### config.mk
export PLATFORM = sky130hd
export DESIGN_NAME = rtc_bus_responder
export DESIGN_NICKNAME = d
export VERILOG_FILES = /design/src/rtl/rtc_bus_responder.sv
export SDC_FILE = /design/constraint.sdc
export NUM_CORES = 1
export LEC_CHECK = 0
export CORE_MARGIN = 5
export CORE_UTILIZATION = 25
export CTS_CLUSTER_SIZE = 8
export DETAILED_ROUTE_END_ITERATION = 8
export PLACE_DENSITY = 0.5
export RECOVER_POWER = 25
export SETUP_SLACK_MARGIN = 0.1
export SYNTH_ARGS = -nofsm -noshare
export SYNTH_HDL_FRONTEND = slang
export SYNTH_SLANG_ARGS = --single-unit
### constraint.sdc
create_clock -name clk -period 53.1 [get_ports clk]
set_input_delay 5.31 -clock clk [delete_from_list [all_inputs] [get_ports clk]]
set_output_delay 5.31 -clock clk [all_outputs]
set_load 0.02 [all_outputs]
### src/rtl/rtc_bus_responder.sv
// rtc_bus_responder: register-file model of the RTC behind the multiplexed AD/CS/RD/WR bus.
// Synchronizes the bus, decodes address/data phases, commits writes and answers reads.
module rtc_bus_responder #(
  parameter int DEPTH = 64
) (
  input  logic       clk,
  input  logic       reset,
  input  logic       ad_n,
  input  logic       cs_n,
  input  logic       rd_n,
  input  logic       wr_n,
  input  logic [7:0] data_in,
  output logic [7:0] data_out,
  output logic       data_oe,
  output logic [7:0] addr_q,
  output logic       wr_pulse,
  output logic       proto_err
);

  localparam int AW = (DEPTH > 1) ? $clog2(DEPTH) : 1;
  localparam logic [11:0] IDLE_BUS = 12'hF00;

  typedef enum logic [2:0] {
    IDLE,
    WR_ADDR,
    WR_DATA,
    RD_DATA,
    ERR
  } state_e;

  logic [11:0] syncMeta_q;
  logic [11:0] syncBus_q;
  logic [1:0]  prevStrobe_q;
  logic [1:0]  flushVld_q;
  logic        armed_q;
  state_e      state_q;
  state_e      state_d;
  logic [7:0]  mem_q [DEPTH];
  logic [7:0]  dataOut_q;
  logic        dataOe_q;
  logic        wrPulse_q;
  logic        protoErr_q;

  logic       syncAd;
  logic       syncCs;
  logic       syncRd;
  logic       syncWr;
  logic [7:0] syncData;
  logic       wrFall;
  logic       wrRise;
  logic       rdFall;
  logic       addrInRange;
  logic [7:0] memRdData;
  logic       latchAddr;
  logic       commitWrite;

  assign {syncAd, syncCs, syncRd, syncWr, syncData} = syncBus_q;

  assign wrFall      = prevStrobe_q[0] & ~syncWr;
  assign wrRise      = ~prevStrobe_q[0] & syncWr;
  assign rdFall      = prevStrobe_q[1] & ~syncRd;
  assign addrInRange = ({24'd0, addr_q} < 32'(DEPTH));
  assign memRdData   = addrInRange ? mem_q[addr_q[AW-1:0]] : 8'h00;

  assign data_out  = dataOut_q;
  assign data_oe   = dataOe_q;
  assign wr_pulse  = wrPulse_q;
  assign proto_err = protoErr_q;

  always_ff @(posedge clk or posedge reset) begin
    if (reset) begin
      syncMeta_q   <= IDLE_BUS;
      syncBus_q    <= IDLE_BUS;
      prevStrobe_q <= 2'b11;
    end else begin
      syncMeta_q   <= {ad_n, cs_n, rd_n, wr_n, data_in};
      syncBus_q    <= syncMeta_q;
      prevStrobe_q <= {syncRd, syncWr};
    end
  end

  always_comb begin
    state_d     = state_q;
    latchAddr   = 1'b0;
    commitWrite = 1'b0;
    if (!syncCs && !syncRd && !syncWr) begin
      state_d = ERR;
    end else begin
      case (state_q)
        IDLE: begin
          if (armed_q && !syncCs) begin
            if (wrFall) begin
              state_d = syncAd ? WR_DATA : WR_ADDR;
            end else if (rdFall && syncAd) begin
              state_d = RD_DATA;
            end
          end
        end
        WR_ADDR: begin
          if (syncCs) begin
            state_d = IDLE;
          end else if (wrRise) begin
            latchAddr = 1'b1;
            state_d   = IDLE;
          end
        end
        WR_DATA: begin
          if (syncCs) begin
            state_d = IDLE;
          end else if (wrRise) begin
            commitWrite = addrInRange;
            state_d     = IDLE;
          end
        end
        RD_DATA: begin
          if (syncCs || syncRd) begin
            state_d = IDLE;
          end
        end
        ERR: begin
          if (syncCs && syncRd && syncWr) begin
            state_d = IDLE;
          end
        end
        default: state_d = IDLE;
      endcase
    end
  end

  // Edge detection stays disarmed until the synchronizer has flushed and both strobes read high,
  // so a strobe held low across reset release is ignored until it cycles.
  always_ff @(posedge clk or posedge reset) begin
    if (reset) begin
      state_q    <= IDLE;
      flushVld_q <= 2'b00;
      armed_q    <= 1'b0;
      addr_q     <= 8'h00;
      dataOut_q  <= 8'h00;
      dataOe_q   <= 1'b0;
      wrPulse_q  <= 1'b0;
      protoErr_q <= 1'b0;
    end else begin
      state_q    <= state_d;
      flushVld_q <= {flushVld_q[0], 1'b1};
      armed_q    <= armed_q | (flushVld_q[1] & syncRd & syncWr);
      if (latchAddr) begin
        addr_q <= syncData;
      end
      if (state_d == RD_DATA && state_q != RD_DATA) begin
        dataOut_q <= memRdData;
      end
      dataOe_q   <= (state_d == RD_DATA);
      wrPulse_q  <= commitWrite;
      protoErr_q <= protoErr_q | (state_d == ERR && state_q != ERR);
    end
  end

  always_ff @(posedge clk or posedge reset) begin
    if (reset) begin
      for (int i = 0; i < DEPTH; i++) begin
        mem_q[i] <= 8'h00;
      end
    end else if (commitWrite) begin
      mem_q[addr_q[AW-1:0]] <= syncData;
    end
  end

endmodule
* Word-level counts from Yosys, hierarchy flattened
Cells that the tools add are included.
** Cells by class
- Reduce and logical (&&, ||, !) cells :: 15
- Muxes and demuxes :: 25
- Multiply operators :: 0
- Eq/ne operators :: 8
- Div/mod/pow operators :: 0
- $lt $le $gt $ge :: 3
- Shift-type cells :: 0
- $add $sub $neg :: 0
- Bitwise gates (word level) :: 11
** Operators with widths (number)
- 512-bit bitwise mux :: 1
- 8-bit binary-select mux with 6-bit select :: 1
- 8-bit demux with 6-bit select :: 1
- 8-bit 2-to-1 mux :: 4
- 3-bit 2-to-1 mux :: 8
- 3-bit one-hot mux with 4 select lines :: 1
- 3-bit by 2-bit == test with 1-bit output (second input constant) :: 3
- 1-bit logical AND :: 9
- 8-bit by 7-bit < comparator with 1-bit output (second input constant) :: 1
- 1-bit 2-to-1 mux :: 8
- 7-bit greater-or-equal comparator (second input constant) :: 1
- 7-bit by 1-bit < comparator with 1-bit output (second input constant) :: 1
- 6-bit NOT with 7-bit output :: 1
- 3-bit == test (second input constant) :: 2
- 1-bit bitwise AND :: 5
- 3-bit by 1-bit == test with 1-bit output (second input constant) :: 1
- 1-bit logical NOT :: 3
- 3-bit logical NOT :: 1
- 3-bit by 2-bit != test with 1-bit output (second input constant) :: 1
- 3-bit != test (second input constant) :: 1
- 1-bit NOT :: 3
- 2-bit 2-to-1 mux :: 1
- 1-bit bitwise OR :: 2
- 2-bit OR reduction :: 1
- 1-bit logical OR :: 1
** Word-level totals
- ROM bits :: 0
- Latch bits :: 0
- RAM bits :: 0
- Input port bits :: 14
- Output and inout port bits :: 19
- Memories :: 0
- Logic and storage cells :: 137
- Register bits after elaboration :: 563

* Logic depth before layout (Yosys ltp)
Gate-level depths: netlist (run 1).
- Depth in word-level cells :: 11
- Mapped depth :: 11
- Mapped depth without buffers :: 8

* Worst setup path after synthesis (run 1)
Ideal clock, no wire load.
- Path type :: register to output
- Start :: register addr_q[2]
- End :: output port addr_q[2]
- Path buffers :: 0
- Required time :: 47790 ps
- Stages on the path, launching flop included :: 1
- Path slack :: 47298 ps
- Data arrival time :: 492 ps
- Path through :: dfrtp_1
** RTL lines
- from (decl) :: RTL line 15 : output logic [7:0] addr_q,
- from (signal assigned) :: RTL line 147 : addr_q <= syncData;
No word-level cell between the ends.

* Final worst setup path (run 1)
- Start :: register addr_q[2]
- End :: register dataOut_q[1], in the netlist data_out[1]
** Between the ends
- Cells in the longest elaborated chain, start to end :: 5
- Elaborated cells on any way between the ends :: 6
- Those cells by class :: order compare (1); mux (4); bitwise (1)
** RTL lines
- 6-bit NOT with 7-bit output (implied by the code) :: RTL line 63 : assign memRdData = addrInRange ? mem_q[addr_q[AW-1:0]] : 8'h00;
- 8-bit binary-select mux with 6-bit select :: RTL line 63
- 8-bit 2-to-1 mux (implied by the code) (2 in series) :: RTL line 63
- 8-bit 2-to-1 mux (*) :: RTL line 63
- to (signal assigned) :: RTL line 150 : dataOut_q <= memRdData;
- to (decl) :: RTL line 39 : logic [7:0] dataOut_q;
Mark *: on every way between the ends. The rest lies on a longest branch, timed or not. The select of a mux whose other input is x is not followed.
A chain may end at the register's enable or synchronous reset.

==> run_results.csv, run 1 <==
group,metric,value,unit
worst_setup_path,worstSetupPathType,"flop to flop",
routing,ant_nets,0,
routing,drtPass1Iterations,6,
timing,rsz0062_at_grt,"no",
timing,worst_pin_slew,4350,ps
routing,drtIter0Drc,1143,
timing,final_max_slew_viol_count,183,
logic_synthesis,yosysTopAreaCell,"dfrtp_1",
clock_network,htree_levels,3,
worst_setup_path,critPathMaxStageDelay,2390,ps
logic_synthesis,synth.top_cell.area_share,54.3,%
min_path,hold_class,"flop to flop",
clock_network,clk_pin_slew,50,ps
clock_network,clk_root_buffer_cell,"clkbuf_16",
worst_setup_path,cpMaxStageDelayCell,"clkbuf_1",
clock_network,cts_buffer_depth,3,
logic_synthesis,synth_compound_area_share,7.25,%
worst_setup_path,r2r-end,"data_out[1]$_DFFE_PP0P_",
min_path,min_from,"syncMeta_q[5]$_DFF_PP0_",
logic_synthesis,synth-seq-cells,563,
logic_synthesis,ys_seq_area_share,55.4,%
logic_synthesis,synth_cells,1857,
logic_synthesis,synth.mux.area_fraction,30.0,%
logic_synthesis,synth-warning-count,0,
worst_setup_path,cp-start-kind,"flop",
floorplan,dieWidth,329,um
worst_setup_path,cp.buffers_inverters,1,
worst_setup_path,crit_arrival,9000,ps
worst_setup_path,cp-end-kind,"flop",
timing,post-route-period-util,16.1,%
clock_network,cts_tree,"yes",
grt,grt_use_total,14.8,%
timing,setup_violations,0,
clock_network,clock_latency,630,ps
grt,gr-total-overflow,0,
routing,drc,0,
run_status,outcome,"complete, but fails checks",
logic_synthesis,yosys.area_share.xor_xnor,0,%
finish,n_fill_cell,10247,
logic_synthesis,ys_async_sr_fraction,100,%
logic_synthesis,syn_avg_cell_area,13.7,um^2
timing,max-slew-margin-rel,-190,%
clock_network,postCtsSetupRepairBufs,0,
worst_setup_path,critPathRequiredTime,53560,ps
finish,syn_to_final_growth,14.8,%
worst_setup_path,rr_worst_depth,8,
grt,antenna_found_initial,4,
floorplan,coreArea,101000,um^2
timing,hold_viol,0,
finish,final_nets,1877,
placed_design,io_buffer_count,32,
timing,fmax,117,MHz
routing,wl_per_cell,24.9,um
floorplan,die_h,329,um
floorplan,start_util,25.1,%
worst_setup_path,cp_top_family,"simple AND/OR/NAND/NOR gates",
grt,grt_max_degree,165,
logic_synthesis,synthDistinctLibCells,65,
logic_synthesis,syn-cell-area,25500,um^2
floorplan,io-pin-count,33,
finish,final_common_cell,"dfrtp_1",
grt,grt_pass1_vias,17279,
power,power.density,37.2,nW/um^2
logic_synthesis,synth_top_family_by_area,"multiplexers",
placed_design,dpl.hpwl,49900,um
finish,fin_cells,3256,
routing,via_per_inst,4.98,
min_path,hold-path-cell-count,0,
worst_setup_path,crit_path_max_fanout,47,
placed_design,dp.cells,3149,
logic_synthesis,syn_nets,1871,
logic_synthesis,synthTopCellsByArea,"dfrtp_1, mux2_2, mux2i_1",
timing,fin_crit,8530,ps
worst_setup_path,r2r-start,"addr_q[2]$_DFFE_PP0P_",
clock_network,clock-sinks,563,
timing,setup_tns,0,ps
grt,grt_first_pass_wirelength,120000,um
run,cap_viol_max_count,6,
routing,drt-total-wl,80900,um
finish,drive_gt1_share,38.5,%
routing,vias,16209,
floorplan,num_rows,117,
clock_network,cts_buffers,80,
clock_network,cts.repair.resized,0,
worst_setup_path,r2r_setup_slack,44570,ps
worst_setup_path,crit_top_cell,"o21ai_0",
min_path,holdPathEnd,"syncBus_q[5]$_DFF_PP0_",
logic_synthesis,synth_flop_cell,"dfrtp_1",
floorplan,die_area,108000,um^2
power,leakagePower,13.4,nW
finish,final_cell_mix,"dfrtp_1, mux2_2, mux2i_1, clkbuf_16, nand2_1",
placed_design,gp_congestion,0.797,
worst_setup_path,cp-startpoint,"addr_q[2]$_DFFE_PP0P_",
power,ir_worst_vdd,0.0233,mV
clock_network,hold_buffers,0,
timing,finalClockSkew,30.0,ps
run_status,violations,"max-capacitance violations, max-slew violations",
finish,final_util,28.8,%
worst_setup_path,cp_cell_sequence,"clkbuf_1 -> nor2_1 -> a22oi_1 -> o22ai_1 -> o21ai_0 -> o2111ai_1 -> nor3_1 -> o21ai_0",
logic_synthesis,synth_enable_flop_cells,0,
logic_synthesis,yosys.area_share.simple,4.98,%
logic_synthesis,synth_fa_ha_area_share,0,%
[cells in the mapped netlist (6+ instances only)]
cell type and n:
dfrtp_1 553, mux2_2 528, mux2i_1 104, clkbuf_1 88
nand2_2 49, o21ai_0 47, a221oi_1 46, a22oi_1 41
nand2_1 39, nor2_1 38, o22ai_1 32, a21oi_1 31
buf_2 31, mux2_1 24, mux4_2 17, buf_1 15
nand3_1 13, a22o_1 11, dfstp_2 10, nor2_4 9
nor2_2 8, nor2b_1 8, a31oi_1 7, nand2b_1 7
o221ai_1 7, o22a_1 6, o2bb2ai_1 6
[worst register-to-register path, cell delays in order, from the launching register on]
cell	delay, ps
dfrtp_1	1450
clkbuf_1	2420
nor2_1	1980
a22oi_1	630
o22ai_1	140
o21ai_0	690
o2111ai_1	360
nor3_1	550
o21ai_0	150
[state kept, by name, indices dropped and copies added (netlist names)]
register      cells
data_out          8
wr_pulse          1
state_q           3
data_oe           1
prevStrobe_q      2
addr_q            8
armed_q           1
flushVld_q        2
proto_err         1
syncBus_q        12
mem_q           512
syncMeta_q       12
[kinds of logic after synthesis]
kind of cell / count (synthesis)
DFF: 563
muxes: 673
buffers and inverters: 146
other: 1
AOI/OAI and AO/OA: 260
and+or+nand+nor: 214
[area by class of cell]
| type | instances | area [um^2] | area share, % |
|---|---|---|---|
| Clock buffer | 98 | 2090 | 7.15 |
| Timing Repair Buffer | 64 | 578 | 1.98 |
| Tap cell | 1368 | 1710 | 5.85 |
| Sequential cell | 563 | 14100 | 48.3 |
| Inverter | 6 | 30.0 | 0.103 |
| Antenna cell | 2 | 5.00 | 0.0171 |
| Multi-Input combinational cell | 1148 | 10600 | 36.2 |
| Clock inverter | 7 | 111 | 0.381 |
[power breakdown]
group | switching (mW) | leakage, nW | internal (mW)
clock network | 0.187 | 1.07 | 0.278
logic | 0.123 | 4.58 | 0.0466
registers | 0.0144 | 7.76 | 0.437
total | 0.324 | 13.4 | 0.762
[metal layers]
layer  wire, um  global-route usage (%)  vias to the layer above
li1           -                       -                     6871
met1      35500                    20.0                     8672
met2      36500                    23.0                      506
met3       6060                    4.22                      156
met4       2850                    5.14                        4
met5         19                       0                        -
[worst max path at each step]
| stage | endpoint | slack (ps) | depth (start not counted) |
|---|---|---|---|
| after global routing | data_out[1]$_DFFE_PP0P_ | 44180 | 8 |
| after floorplan | addr_q[0]$_DFFE_PP0P_ | 32060 | 1 |
| final | data_out[1]$_DFFE_PP0P_ | 44570 | 8 |
| after CTS | mem_q[481]$_DFFE_PP0P_ | 45190 | 4 |
| after detailed placement | mem_q[476]$_DFFE_PP0P_ | 44540 | 4 |
| after global placement | mem_q[484]$_DFFE_PP0P_ | 44620 | 4 |
[per-stage QoR]
step,area (um^2),hold slack (ps),power [mW],setup slack [ps]
final,29200,345,1.09,44570
after detailed placement,27200,335,0.628,44540
after global placement,27200,333,0.627,44620
after CTS,29400,347,1.10,45190
after floorplan,25500,331,0.549,32060
after global routing,29200,351,1.12,44180
Power figures use the tool's default switching activity.
==> run 2, diff against run 1 <==
- PLACE_DENSITY: 0.5 -> 0.51
- clock period: 53.1 -> 7 ns (I/O delays scaled with it)
==> run 2 against run 1 <==
  * The run still ends with max-capacitance violations, max-slew violations left
  * Die area unchanged
  * Worst hold slack lost 15 ps
  * Sequential share of layout area fell by 0.25 points
  * Register-to-register slack lost 41000 ps
  * Combinational power grew to 7.2 times the previous value
  * Clock-buffer cell count stayed put
  * Critical path depth shrank 5
  * Flip-flop and latch count stayed put
  * Power grew to 7.5 times the previous value
  * Via count rose by 0.65%
  * Critical endpoint is now syncBus_q[3]$_DFF_PP0_
  * Largest cell class unchanged
==> run_results.csv, run 2 (same netlist as run 1, synthesis figures left out) <==
group,metric,value,unit
run_status,outcome,"complete, but fails checks",
run_status,violations,"max-capacitance violations, max-slew violations",
worst_setup_path,r2r-end,"mem_q[453]$_DFFE_PP0P_",
finish,top_regs,"mem_q: 512 flops, syncBus_q: 12 flops, syncMeta_q: 12 flops",
placed_design,io_buffer_count,32,
placed_design,gp_congestion,0.876,
finish,n_fill_cell,10173,
timing,max-slew-margin-rel,-63.5,%
timing,hold_viol,0,
min_path,hold_class,"flop to flop",
timing,final_max_slew_viol_count,132,
finish,syn_to_final_growth,15.5,%
timing,fmax,240,MHz
timing,whs,331,ps
worst_setup_path,cpMaxStageDelayCell,"clkbuf_2",
power,leakagePower,13.4,nW
power,ir_worst_vdd,0.180,mV
routing,wl_per_cell,24.7,um
floorplan,io-pin-count,33,
clock_network,postCtsSetupRepairBufs,0,
worst_setup_path,cp_cell_sequence,"dlygate4sd3_1 -> clkinvlp_2 -> clkbuf_2",
clock_network,clk_pin_slew,50,ps
placed_design,dpl.hpwl,49500,um
floorplan,start_util,25.1,%
power,power.density,277,nW/um^2
timing,setup_violations,0,
timing,fin_ws,2830,ps
finish,drive_gt1_share,40.8,%
timing,fin_crit,4170,ps
worst_setup_path,rr_worst_depth,5,
finish,largest_reg_flops,512,
clock_network,cts_tree,"yes",
worst_setup_path,r2r-start,"addr_q[0]$_DFFE_PP0P_",
grt,grt_pass1_vias,17150,
finish,regMostFlops,"mem_q",
run,cap_viol_max_count,2,
clock_network,cts.repair.resized,0,
floorplan,coreArea,101000,um^2
timing,finalClockSkew,39.9,ps
routing,via_per_inst,5.01,
grt,antenna_found_initial,2,
finish,regArea,14100,um^2
routing,drtIter0Drc,1242,
finish,final_cell_mix,"dfrtp_1, mux2_2, mux2i_1, clkbuf_16, nand2_2",
clock_network,clock-sinks,563,
clock_network,clk_root_buffer_cell,"clkbuf_16",
finish,final_common_cell,"dfrtp_1",
min_path,hold-path-cell-count,0,
floorplan,die_area,108000,um^2
grt,gr-total-overflow,0,
worst_setup_path,cp_top_family,"buffers and inverters",
finish,final_nets,1879,
min_path,min_from,"syncMeta_q[3]$_DFF_PP0_",
timing,setup_tns,0,ps
clock_network,htree_levels,3,
worst_setup_path,r2r_setup_slack,3280,ps
worst_setup_path,critPathRequiredTime,6870,ps
timing,worst_pin_slew,2450,ps
floorplan,num_rows,117,
routing,drtPass1Iterations,5,
floorplan,die_h,329,um
routing,ant_nets,0,
placed_design,placed_cell_area,27300,um^2
floorplan,dieWidth,329,um
min_path,holdPathEnd,"syncBus_q[3]$_DFF_PP0_",
finish,multi_input_area,10800,um^2
clock_network,cts_buffers,80,
worst_setup_path,cp.buffers_inverters,3,
worst_setup_path,cp-start-kind,"primary input",
grt,grt_max_degree,179,
grt,grt_use_total,14.8,%
worst_setup_path,critPathMaxStageDelay,1890,ps
worst_setup_path,cp-end-kind,"asynchronous set/reset pin",
finish,design_area,29400,um^2
finish,final_util,29.0,%
timing,post-route-period-util,59.5,%
worst_setup_path,worstSetupPathType,"primary input to asynchronous set/reset pin",
finish,fin_cells,3255,
clock_network,cts_buffer_depth,3,
routing,drt-total-wl,80400,um
placed_design,pre_cts_slack,3300,ps
clock_network,clock_latency,640,ps
power,finalPower,8.16,mW
routing,vias,16314,
routing,drc,0,
worst_setup_path,crit_arrival,4040,ps
placed_design,dp.cells,3151,
worst_setup_path,crit_path_max_fanout,98,
grt,grt_first_pass_wirelength,120000,um
timing,rsz0062_at_grt,"no",
clock_network,hold_buffers,0,
## run 2: cell count changes in the layout (fill, tap and decap cells not counted), moves of 3 or more
cell	delta
clkdlybuf4s50_1	-13
dlygate4sd3_1	+13
nand2_2	+19
nor2b_2	+3
nand2_1	-19
nor2_2	+5
nor2_1	-16
nor2_4	+11
## run 2: worst max path at each step
| stage | slack [ps] | endpoint | start | depth (start not counted) |
|---|---|---|---|---|
| CTS | 3300 | mem_q[453]$_DFFE_PP0P_ | addr_q[0]$_DFFE_PP0P_ | 5 |
| floorplan | -1360 | addr_q[0]$_DFFE_PP0P_ | reset | 1 |
| global route | 1970 | syncBus_q[3]$_DFF_PP0_ | reset | 3 |
| finish | 2830 | syncBus_q[3]$_DFF_PP0_ | reset | 3 |
| detailed placement | 3300 | mem_q[453]$_DFFE_PP0P_ | addr_q[0]$_DFFE_PP0P_ | 5 |
| global placement | 3340 | mem_q[454]$_DFFE_PP0P_ | addr_q[0]$_DFFE_PP0P_ | 5 |
## run 2: final cells by class
type	count	area share [%]
Clock inverter	4	0.132
Antenna cell	2	0.0170
Timing Repair Buffer	66	2.09
Multi-Input combinational cell	1148	36.6
Tap cell	1368	5.82
Sequential cell	563	48.0
Clock buffer	98	7.18
Inverter	6	0.0808
## run 2: routing by layer
metal  vias up  wire (um)  GRT usage, %
li1       6862          -             -
met1      8749      36000          20.6
met2       537      36200          22.7
met3       166       5300          3.33
met4         0       2860          5.35
met5         -          0             0
## run 2: power by group
group	leakage [nW]	internal, mW	switching (mW)
Sequential	7.76	3.32	0.136
Combinational	4.62	0.343	0.882
Clock	1.05	2.08	1.40
Total	13.4	5.74	2.41
## run 2: worst register-to-register path, cell delays in order, from the launching register on
cell and delay, ps:
dfrtp_4 680, buf_4 540, inv_1 600, nor3_4 1020
nand2_2 390, mux2_2 390
==> run 3, diff against run 2 <==
- clock period: 7 -> 3.39 ns (I/O delays scaled with it)
==> run 3 against run 2 <==
  * The flow still finishes with violations (max-capacitance violations, max-slew violations)
  * First-iteration DRC count down 6.9%
  * Combinational power rose by 140%
  * Global-route usage increased by 0.59 points
  * Via count up 3.0%
  * Die area did not move
  * Flip-flop and latch count unchanged
  * Cell count grew 2.9%
  * Highest routed layer unchanged
==> run_results.csv, run 3 (same netlist as run 1, synthesis figures left out) <==
group,metric,value,unit
run_status,outcome,"complete, but fails checks",
run_status,violations,"max-capacitance violations, max-slew violations",
routing,drtIter0Drc,1156,
routing,top_layer_used,"met4",
routing,drc,0,
power,power.density,576,nW/um^2
clock_network,clock-sinks,563,
timing,worst_pin_slew,1850,ps
routing,wl_met1,37800,um
worst_setup_path,cp-start-kind,"flop",
worst_setup_path,crit_arrival,3600,ps
worst_setup_path,cp_top_family,"simple AND/OR/NAND/NOR gates",
worst_setup_path,critPathRequiredTime,3870,ps
timing,rsz0062_at_grt,"no",
finish,drive_gt1_share,43.7,%
floorplan,die_h,329,um
timing,finalClockSkew,29.2,ps
power,finalPower,17.5,mW
floorplan,dieWidth,329,um
worst_setup_path,cp-end-kind,"flop",
timing,fmax,320,MHz
routing,ant_nets,0,
worst_setup_path,crit_path_max_fanout,10,
placed_design,dpl.hpwl,55500,um
clock_network,clk_pin_slew,50,ps
power,ir_worst_vdd,0.356,mV
grt,grt_first_pass_wirelength,125000,um
floorplan,num_rows,117,
finish,regArea,14100,um^2
finish,final_util,30.0,%
routing,vias,16798,
grt,grt_use_total,15.4,%
floorplan,start_util,25.1,%
finish,n_antenna_cell,0,
finish,largest_reg_flops,512,
clock_network,clock_latency,630,ps
clock_network,hold_buffers,0,
power,leakagePower,14.0,nW
finish,final_cell_mix,"dfrtp_1, mux2_2, mux2i_1, buf_4, clkbuf_16",
finish,final_nets,1975,
clock_network,cts_buffers,81,
timing,final_max_slew_viol_count,102,
worst_setup_path,worstSetupPathType,"flop to flop",
timing,hold_viol,0,
min_path,hold_class,"primary input to flop",
timing,max-slew-margin-rel,-23.6,%
finish,top_regs,"mem_q: 512 flops, syncBus_q: 12 flops, syncMeta_q: 12 flops",
placed_design,io_buffer_count,32,
timing,post-route-period-util,92.1,%
floorplan,coreArea,101000,um^2
floorplan,io-pin-count,33,
grt,antenna_found_initial,2,
worst_setup_path,cp.buffers_inverters,1,
routing,wl_met2,38200,um
finish,n_fill_cell,10154,
clock_network,clk_root_buffer_cell,"clkbuf_16",
routing,wl_per_cell,25.1,um
timing,fin_crit,3120,ps
floorplan,die_area,108000,um^2
worst_setup_path,cp_cell_sequence,"nand2b_1 -> or4_1 -> inv_2 -> nand3_4 -> nor2_2 -> mux2_2",
finish,final_common_cell,"dfrtp_1",
clock_network,cts.repair.resized,0,
clock_network,cts_buffer_depth,3,
run,cap_viol_max_count,2,
finish,multi_input_area,10800,um^2
grt,gr-total-overflow,0,
grt,grt_max_degree,129,
finish,syn_to_final_growth,19.3,%
routing,met3_length,5280,um
routing,drtPass1Iterations,6,
clock_network,cts_tree,"yes",
clock_network,postCtsSetupRepairBufs,0,
routing,via_per_inst,5.01,
worst_setup_path,cpMaxStageDelayCell,"dfstp_1",
grt,grt_pass1_vias,17855,
timing,setup_violations,0,
placed_design,gp_congestion,0.892,
routing,drt-total-wl,84100,um
clock_network,htree_levels,3,
finish,regMostFlops,"mem_q",
worst_setup_path,critPathMaxStageDelay,710,ps
## run 3: routing by layer
| layer | GRT usage [%] | vias to the layer above |
|---|---|---|
| met5 | 0 | - |
| met4 | 4.85 | 0 |
| met3 | 3.06 | 161 |
| met2 | 23.8 | 592 |
| met1 | 21.8 | 8985 |
| li1 | - | 7060 |
## run 3: area by class of cell
| type | instances | share of cell area, % |
|---|---|---|
| sequential | 563 | 46.5 |
| multi-input combinational | 1148 | 35.5 |
| clock buffer | 100 | 7.25 |
| tap | 1368 | 5.63 |
| timing repair buffer | 161 | 4.92 |
| clock inverter | 4 | 0.198 |
| inverter | 6 | 0.0782 |
## run 3: stage by stage
| step | cells | setup WS [ps] | hold WS, ps | instance area [um^2] | setup TNS (ps) |
|---|---|---|---|---|---|
| after floorplan | 1857 | -4610 | 331 | 25500 | -2571970 |
| after detailed placement | 3246 | 372 | 335 | 28200 | 0 |
| after global placement | 3246 | 356 | 333 | 28200 | 0 |
| after CTS | 3350 | 351 | 76.8 | 30500 | 0 |
| final | 3350 | 268 | 265 | 30400 | 0 |
| after global routing | 3350 | 225 | 240 | 30400 | 0 |
## run 3: where the power goes
part	internal (mW)	switching [mW]
Sequential	6.85	0.225
Clock	4.56	2.90
Combinational	1.01	1.96
Total	12.4	5.08
## run 3: final timing paths
| kind | startpoint | slack, ps | cells after the start | endpoint |
|---|---|---|---|---|
| min in group asynchronous | reset | 300 | 2 | mem_q[135]$_DFFE_PP0P_ |
| hold / removal | wr_n | 260 | 1 | syncMeta_q[8]$_DFF_PP1_ |
| setup reg to reg | syncBus_q[8]$_DFF_PP1_ | 270 | 6 | mem_q[485]$_DFFE_PP0P_ |
| max in group asynchronous | reset | 810 | 3 | syncBus_q[4]$_DFF_PP0_ |
| hold reg to reg | syncMeta_q[3]$_DFF_PP0_ | 340 | 0 | syncBus_q[3]$_DFF_PP0_ |
| setup / recovery | syncBus_q[8]$_DFF_PP1_ | 270 | 6 | mem_q[485]$_DFFE_PP0P_ |
